[config.mk]
export PLATFORM = sky130hd
export DESIGN_NAME = apb_slave_regfile
export DESIGN_NICKNAME = d
export VERILOG_FILES = /design/src/rtl/apb_slave_regfile.sv
export SDC_FILE = /design/constraint.sdc
export NUM_CORES = 1
export LEC_CHECK = 0
export BUFFER_PORTS_ARGS = -buffer_cell sky130_fd_sc_hd__buf_2
export CORE_ASPECT_RATIO = 0.6
export CORE_MARGIN = 4
export CORE_UTILIZATION = 55
export CTS_BUF_LIST = sky130_fd_sc_hd__clkbuf_4
export CTS_CLUSTER_SIZE = 10
export DETAILED_ROUTE_END_ITERATION = 6
export PLACE_DENSITY = 0.76
export RECOVER_POWER = 100
export SLEW_MARGIN = 0
export SYNTH_ARGS = -nofsm -noshare
export SYNTH_HDL_FRONTEND = slang
export SYNTH_SLANG_ARGS = --single-unit
[constraint.sdc]
create_clock -name hclk -period 4 [get_ports hclk]
set_input_delay 0.2 -clock hclk [delete_from_list [all_inputs] [get_ports hclk]]
set_output_delay 0.2 -clock hclk [all_outputs]
set_load 0.005 [all_outputs]
[src/rtl/apb_slave_regfile.sv]
// ---------------------------------------------------------------------------
// apb_slave_regfile
//   APB slave exposing a 16-word register window at BASE_ADDR:
//     0x00 ID (read-only constant), 0x04-0x38 RW0-RW13, 0x3C ERRCNT
//     (read-only saturating count of error responses).
//   Each transfer is captured in its setup cycle, then held for
//   WAIT_STATES extra cycles before a one-cycle response (pready).
//
// Ports
//   hclk     : clock, all state on rising edge
//   hresetn  : asynchronous active-low reset
//   psel     : slave select
//   penable  : APB access phase
//   pwrite   : 1 = write, 0 = read
//   paddr    : byte address (captured in setup)
//   pwdata   : write data (captured in setup)
//   prdata   : read data, non-zero only during a legal read response
//   pready   : transfer complete (response cycle)
//   pslverr  : transfer error, qualified by pready
// ---------------------------------------------------------------------------
module apb_slave_regfile #(
  parameter logic [31:0] BASE_ADDR   = 32'h8000_0000,
  parameter int unsigned WAIT_STATES = 1
) (
  input  logic        hclk,
  input  logic        hresetn,
  input  logic        psel,
  input  logic        penable,
  input  logic        pwrite,
  input  logic [31:0] paddr,
  input  logic [31:0] pwdata,
  output logic [31:0] prdata,
  output logic        pready,
  output logic        pslverr
);

  localparam logic [31:0] ID_VALUE = 32'hA5B2_0001;
  localparam int          NUM_RW   = 14;
  localparam logic [2:0]  CNT_INIT = (WAIT_STATES == 0) ? 3'd0 : 3'(WAIT_STATES - 1);

  typedef enum logic [1:0] {
    IDLE = 2'd0,
    WAIT = 2'd1,
    RESP = 2'd2
  } state_e;

  state_e      state_q, state_d;
  logic [2:0]  cnt_q, cnt_d;
  logic [31:0] addr_q, addr_d;
  logic [31:0] wdata_q, wdata_d;
  logic        write_q, write_d;
  logic [15:0] errcnt_q, errcnt_d;
  logic [31:0] rw_q [NUM_RW];

  // Decode of the captured transfer; paddr is not looked at after setup.
  logic        in_resp;
  logic        addr_hit;
  logic [3:0]  word_idx;
  logic        is_rw;
  logic        xfer_err;
  logic        wr_commit;
  logic [31:0] rd_value;
  logic [NUM_RW-1:0] rw_we;

  assign in_resp  = (state_q == RESP);
  assign addr_hit = (addr_q[31:6] == BASE_ADDR[31:6]) && (addr_q[1:0] == 2'b00);
  assign word_idx = addr_q[5:2];
  assign is_rw    = (word_idx != 4'h0) && (word_idx != 4'hF);
  // Misses, unaligned addresses and writes to the read-only words all error.
  assign xfer_err = !addr_hit || (write_q && !is_rw);

  // Writes land on the edge that ends the response, and only if the master
  // is still presenting a write access phase at that point.
  assign wr_commit = in_resp && psel && penable && pwrite && write_q && addr_hit && is_rw;

  always_comb begin
    rd_value = '0;
    case (word_idx)
      4'h0:    rd_value = ID_VALUE;
      4'hF:    rd_value = {16'h0000, errcnt_q};
      default: rd_value = rw_q[word_idx - 4'd1];
    endcase
  end

  assign pready  = in_resp;
  assign pslverr = in_resp && xfer_err;
  assign prdata  = (in_resp && addr_hit && !write_q) ? rd_value : 32'h0;

  // Next-state logic
  always_comb begin
    state_d  = state_q;
    cnt_d    = cnt_q;
    addr_d   = addr_q;
    wdata_d  = wdata_q;
    write_d  = write_q;
    errcnt_d = errcnt_q;

    case (state_q)
      IDLE: begin
        // Setup phase; penable without psel is ignored.
        if (psel && !penable) begin
          addr_d  = paddr;
          wdata_d = pwdata;
          write_d = pwrite;
          if (WAIT_STATES == 0) begin
            state_d = RESP;
          end else begin
            cnt_d   = CNT_INIT;
            state_d = WAIT;
          end
        end
      end
      WAIT: begin
        // Master dropping psel aborts the transfer silently.
        if (!psel) begin
          state_d = IDLE;
        end else if (cnt_q == 3'd0) begin
          state_d = RESP;
        end else begin
          cnt_d = cnt_q - 3'd1;
        end
      end
      RESP: begin
        state_d = IDLE;
      end
      default: begin
        state_d = IDLE;
      end
    endcase

    if (pslverr && (errcnt_q != 16'hFFFF)) begin
      errcnt_d = errcnt_q + 16'd1;
    end
  end

  always_ff @(posedge hclk or negedge hresetn) begin
    if (!hresetn) begin
      state_q  <= IDLE;
      cnt_q    <= '0;
      addr_q   <= '0;
      wdata_q  <= '0;
      write_q  <= 1'b0;
      errcnt_q <= '0;
    end else begin
      state_q  <= state_d;
      cnt_q    <= cnt_d;
      addr_q   <= addr_d;
      wdata_q  <= wdata_d;
      write_q  <= write_d;
      errcnt_q <= errcnt_d;
    end
  end

  // RWn lives at word index n+1.
  for (genvar gi = 0; gi < NUM_RW; gi++) begin : g_rw_we
    assign rw_we[gi] = wr_commit && (word_idx == 4'(gi + 1));
  end

  always_ff @(posedge hclk or negedge hresetn) begin
    if (!hresetn) begin
      for (int i = 0; i < NUM_RW; i++) begin
        rw_q[i] <= '0;
      end
    end else begin
      for (int i = 0; i < NUM_RW; i++) begin
        if (rw_we[i]) begin
          rw_q[i] <= wdata_q;
        end
      end
    end
  end

endmodule
==> metrics.txt, run 1 <==
status=finished with violations; failing checks=max-capacitance violations, max-slew violations; vias per inst=5.86; Power Density=around 490 nW/um2; Final Cycle Share=~97%; Syn Area/Cell=16.0 um2; total congestion overflow=0; Ports=between 100 and 150; Detailed Route WL=61,100 um; Slew @ Worst Pin=3.09 ns; worst-path maximum fanout=9; Initial Utilization=a little under three fifths; clock period minus worst slack=3.86 ns; Post-Syn Nets=1,706; CTS sink count=534; Clk Latency, worst-skew pair=between 0.8 and 0.9 ns; Worst-path clk slew=around 0.070 ns; Max Clk Rate=259 MHz; remaining antenna violation count after routing=0; Chip Width=about 290 um; clock tree buffer depth=3; Total GRT Usage=between 20% and 30%; initial antenna violation count=1; port buffer count=102; Setup crit start kind=flop; nets=1,923; Yosys Warn Count=0; Non-Filler Instances=2,573; Final Total Pwr=around 14 mW; WS Path Type=flop to output port; Slew Viols, Final=184; CTS Buf Count=121; layout cells sized above 1=34.7%; CTS tree=done; Fin. Hold Viols=0; GP Congestion=about 0.8; max_slew headroom=-106%; Clock Skew=0.0538 ns; 1st-pass router iterations=7; Cells after Synth=1,630; Iter 0 DRT Violations=1,025; vias in the first global route=approximately 16,000; post-DR wirelength/cell=23.8 um; Cell Count Post-Placement=~2,300; leak pwr=between 10 and 15 nW; endpoints failing setup=0; FILL cells=3,707; DRC Markers=0; synth unique cells=56; Critical Path End Type=output port; Root Driver=clkbuf_4; detailed placement HPWL=36,300 um; Worst Hold Class=input port to flop; Post-Syn Area=26,100 um2; core box area=46,600 um2; commonest non-fill, non-tap cell in the layout=dfrtp_1; H-tree depth=3; Die H=177 um; final core utilization=60.3%; Synth Flop Type=dfrtp_1; Crit-path slowest cell=nor2_1; CP peak stage delay=0.80 ns; Max Cap Viol=2; VDD IR-drop max=0.621 mV; die area=51,000 um2; Cell Chain, Critical Path=ha_1, nand3_1, o21ai_2, nor2_1, buf_4, o311ai_0, o2111a_1, buf_2; FFs w/ async S/R, synth=between 90% and 100%; Area growth syn-to-layout=7.68%; row count=61; number of flops mapped to enable cells by yosys=0; most frequent cells in the layout=533 x dfrtp_1, 287 x mux2_1, 205 x mux2_2, 186 x clkbuf_4, 97 x dlygate4sd3_1; Worst EP arrival=3.66 ns; largest net degree at the start of global routing=roughly 120; Seq cells post-synth=534; CP required=3.80 ns; routed via count=15,084; sequential share of the synthesized area=roughly half; first-pass GRT wire length=about 96,000 um
==> per-layer routing <==
metal	track usage [%]	routed length [um]
met1	36.8	28600
met2	37.1	27800
met3	4.75	3480
met4	6.88	1310
met5	0	0
==> flip-flops by register name, indices dropped and copies added (netlist names) <==
| signal | flops |
|---|---|
| addr_q | 32 |
| cnt_q | 3 |
| errcnt_q | 16 |
| rw_q | 448 |
| state_q | 2 |
| wdata_q | 32 |
| write_q | 1 |
==> report_power, final <==
part	total [mW]	internal (mW)	leakage (nW)	switching [mW]
clock network	4.27	2.09	0.917	2.18
registers	6.33	5.65	7.31	0.675
logic	3.12	1.26	5.54	1.86
total	13.7	9.00	13.8	4.71
==> area by class of cell <==
| cell class | instances | area [um2] | area share (%) |
|---|---|---|---|
| diodes | 1 | 2.50 | 0.00892 |
| multi-input cells | 940 | 10500 | 37.2 |
| repair buffers | 242 | 1900 | 6.77 |
| clock inverters | 34 | 141 | 0.504 |
| well taps | 630 | 788 | 2.81 |
| flip-flops and latches | 534 | 13400 | 47.6 |
| inverters | 8 | 30.0 | 0.107 |
| clock buffers | 184 | 1380 | 4.92 |
==> stage by stage <==
stage                     instance area (um2)   TNS (ns)  setup slack [ns]  hold WS, ns
after floorplan                         26100          0             0.932      -0.0956
after global placement                  26700          0             0.828        0.346
after detailed placement                26700          0             0.768        0.353
after CTS                               29200          0            0.0380      0.00766
after global routing                    28100  -0.000557         -0.000557       0.0711
final                                   28100          0             0.137        0.131
==> critical path: cells and delay by family (launching register included) <==
family	cells	cell delay, ns
buffers and inverters	2	0.50
adders and majority gates	1	0.25
and+or+nand+nor	2	0.98
AOI/OAI and AO/OA	3	0.57
DFF	1	0.51
==> timing repair <==
item / 4_1_cts / 5_1_grt
setup buffers: 0 / 0
resized for setup: 3 / 6
setup endpoints to repair: 19 / 7
hold endpoints to repair: 179 / 0
pin swaps: 0 / 0
hold buffers: 97 / 0
==> cells by family (layout without fill, tap and decap cells) <==
logic type	after synthesis	count (layout)	synth area share, %
compound gates	95	95	2.68
xor+xnor	17	17	0.600
fa+ha+maj	7	7	0.336
buf+inv	156	468	4.97
flops	534	534	51.3
mux	667	667	36.8
other cells	0	1	0
simple gates	154	154	3.38
==> synthesized netlist by cell type (10+ instances only) <==
| cell type | instances | share of area (%) |
|---|---|---|
| nand2_1 | 30 | 0.43 |
| a211oi_1 | 17 | 0.49 |
| nor4_1 | 12 | 0.29 |
| nand3_1 | 18 | 0.35 |
| nand4_1 | 15 | 0.36 |
| and3_1 | 17 | 0.41 |
| clkbuf_1 | 15 | 0.22 |
| nor2_1 | 15 | 0.22 |
| xor2_1 | 13 | 0.44 |
| a21oi_1 | 20 | 0.38 |
| buf_2 | 31 | 0.60 |
| o21ai_0 | 10 | 0.19 |
| mux2_4 | 300 | 17 |
| buf_1 | 40 | 0.58 |
| mux2_2 | 206 | 8.9 |
| dfrtp_1 | 534 | 51 |
| a221oi_1 | 13 | 0.44 |
| buf_6 | 11 | 0.48 |
| mux2i_1 | 55 | 2.1 |
| mux2_1 | 17 | 0.73 |
| o211ai_1 | 10 | 0.29 |
| buf_12 | 30 | 2.3 |
| mux4_2 | 86 | 7.4 |
| nor3_1 | 22 | 0.42 |
| buf_4 | 15 | 0.43 |
==> worst paths after layout <==
| check | start | endpoint | slack, ns | cells past startpoint |
|---|---|---|---|---|
| worst max-delay path | addr_q[2] | prdata[0] | 0.14 | 8 |
| worst min-delay path | pwdata[27] | wdata_q[27] | 0.13 | 3 |
| worst max register to register | addr_q[21] | rw_q[112] | 0.19 | 6 |
| worst min register to register | rw_q[285] | rw_q[285] | 0.48 | 1 |
| max in group asynchronous | hresetn | rw_q[54] | 0.75 | 3 |
| min in group asynchronous | hresetn | addr_q[11] | 0.89 | 2 |
No activity file was read; power rests on OpenSTA's default activity.
==> inputs of run 2 (changes only) <==
Settings changed: ABC_AREA set to 1, CORE_MARGIN 4 to unset.
==> run 2 against run 1 <==
Effect of this change:
- the run still ends with max-capacitance violations, max-slew violations left
- maximum frequency grew 1.8%
- non-clock buffer count shrank 26
- hold slack lost 0.058 ns
- count of clock-buffer cells in the layout shrank 8
- core utilization grew 2.3 points
- first-iteration DRC count grew to 3.2 times the previous value
- via count grew 51%
- register-to-register slack gained 0.08 ns
- global-route usage grew 8.7 points
- routed wire length grew 23%
- sequential power shrank 8.4%
==> metrics.txt, run 2 <==
total congestion overflow=0; multi-input logic area=9940 um2; Total GRT Usage=approximately a third; VDD IR-drop max=0.759 mV; Area growth syn-to-layout=10.8%; post-DR wirelength/cell=19.7 um; core box area=around 44,000 um2; Clock Skew=0.0624 ns; Iter 0 DRT Violations=3,239; Fin. Hold Viols=0; FILL cells=3,672; Die H=around 170 um; Worst EP arrival=3.59 ns; area fraction of the dominant cell type after synthesis=53.9%; Slew Viols, Final=105; CTS tree=done; Setup TNS Final=0 ns; clock tree buffer depth=3; Final Cycle Share=94.8%; Seq cells post-synth=534; WS Path Type=flop to output port; Power Density=572 nW/um2; synth unique cells=36; 1st-pass router iterations=6; max_slew headroom=-90.4%; Post-Syn Nets=3,120; Chip Width=276 um; Setup crit start kind=flop; top flop regs=rw_q (448), addr_q (32), wdata_q (32); clock period minus worst slack=3.79 ns; GP Congestion=0.959; Post-Syn Area=24,800 um2; vias per inst=roughly 6; largest reg by FF count=rw_q; Ports=slightly above 100; RSZ-0062 raised after global routing=false; endpoints failing setup=0; Yosys Warn Count=0; Root Driver=clkbuf_4; most frequent cells in the layout=1,104 x nand2_1, 533 x dfrtp_1, 500 x o21ai_0, 334 x nand3_1, 182 x clkbuf_4; Slew @ Worst Pin=2.86 ns; die area=46,000 um2; Syn Area/Cell=between 8 and 9 um2; final core utilization=62.6%; vias in the first global route=21,770; top cells by area, synth=dfrtp_1 54%, nand2_1 17%, nand3_1 6.7%; port buffer count=102; largest net degree at the start of global routing=approximately 240; commonest non-fill, non-tap cell in the layout=nand2_1; Synth Flop Type=dfrtp_1; Detailed Route WL=75,500 um; H-tree depth=3; Worst-path clk slew=0.07 ns; FFs w/ async S/R, synth=100%; sequential share of the synthesized area=53.9%; max FFs per register=448; CP required=roughly 3.8 ns; count leader, synth=nand2_1; nets=3,222; first-pass GRT wire length=~120,000 um; layout cells sized above 1=between 10% and 20%; Critical Path End Type=output port; status=finished with violations; Max Clk Rate=264 MHz; top cells by count, synth=1,104 x nand2_1, 534 x dfrtp_1, 333 x nand3_1, 275 x o21ai_1, 223 x o21ai_0; initial antenna violation count=2; detailed placement HPWL=42,300 um; number of flops mapped to enable cells by yosys=0; Cells after Synth=3,044; Initial Utilization=56.5%; Max Cap Viol=1; DRC Markers=0; row count=59; Clk Latency, worst-skew pair=0.89 ns; leak pwr=12.7 nW; failing checks=max-capacitance violations, max-slew violations; remaining antenna violation count after routing=0; routed via count=22,713; post-synth top area cell=dfrtp_1; Worst Hold Class=input port to flop; CTS Buf Count=between 100 and 150; FF+latch area=13,400 um2; worst-path maximum fanout=64; CTS sink count=534
[run 2: final cells by class]
| class | instances | share of cell area (%) |
|---|---|---|
| clock buffers | 176 | 4.81 |
| inverters | 77 | 1.08 |
| diodes | 2 | 0.0182 |
| multi-input cells | 2197 | 36.2 |
| well taps | 579 | 2.64 |
| flip-flops and latches | 534 | 48.6 |
| clock inverters | 48 | 1.01 |
| repair buffers | 216 | 5.64 |
[run 2: per-stage QoR]
| step | setup slack [ns] | power (mW) | area (um2) | std cells | hold slack [ns] |
|---|---|---|---|---|---|
| 4_1_cts | 0.0901 | 15.7 | 27800 | 3827 | 0.00463 |
| 2_1_floorplan | 1.12 | 9.30 | 24800 | 3044 | -0.0956 |
| 6_report | 0.207 | 15.7 | 27500 | 3829 | 0.0732 |
| 5_1_grt | 0.0660 | 16.5 | 27500 | 3828 | 0.0505 |
| 3_5_place_dp | 1.02 | 11.2 | 25500 | 3536 | 0.342 |
| 3_3_place_gp | 1.13 | 11.1 | 25500 | 3536 | 0.324 |
[run 2: kinds of logic (layout without fill, tap and decap cells)]
family	count (synthesis)	count (layout)	synth area share [%]
buf+inv	313	517	5.69
flops	534	534	53.9
fa+ha+maj	7	7	0.353
other cells	0	2	0
compound gates	575	575	12.2
simple gates	1606	1606	27.6
xor+xnor	9	9	0.318
[run 2: final timing paths]
path	from	end	slack, ns	cells past startpoint
hold reg to reg	rw_q[151]	rw_q[151]	0.48	2
setup / recovery	addr_q[3]	prdata[14]	0.21	10
min in group asynchronous	hresetn	rw_q[315]	0.79	2
setup reg to reg	state_q[1]	rw_q[7]	0.27	9
hold / removal	pwdata[31]	wdata_q[31]	0.07	4
max in group asynchronous	hresetn	addr_q[2]	0.67	3
[run 2: where the power goes]
part / internal (mW) / switching, mW
sequential: 5.65 / 0.148
combinational: 1.34 / 4.13
clock: 2.22 / 2.24
[run 2: per-layer routing]
layer  GRT usage, %  wire (um)  vias up
li1               -          -    10246
met1           48.9      31800    10815
met2           48.4      32100     1472
met3           8.53       9480      180
met4           11.0       2060        0
met5              0          0        -
[run 2: critical path, cell delays in order, from the launching register on]
cell      delay [ns]
dfrtp_1         0.41
inv_1           0.22
ha_4            0.26
nand2_1         0.08
nand2_2         0.07
clkbuf_4        0.80
nand3_1         0.16
nand3_1         0.14
o21ai_0         0.15
o21ai_0         0.26
buf_2           0.18
[run 2: timing repair]
action / CTS / global route
hold buffers: 67 / 0
gates resized for setup: 0 / 1
buffers inserted: 0 / 0
endpoints found under the hold margin: 235 / 0
endpoints found under the setup margin: 0 / 4
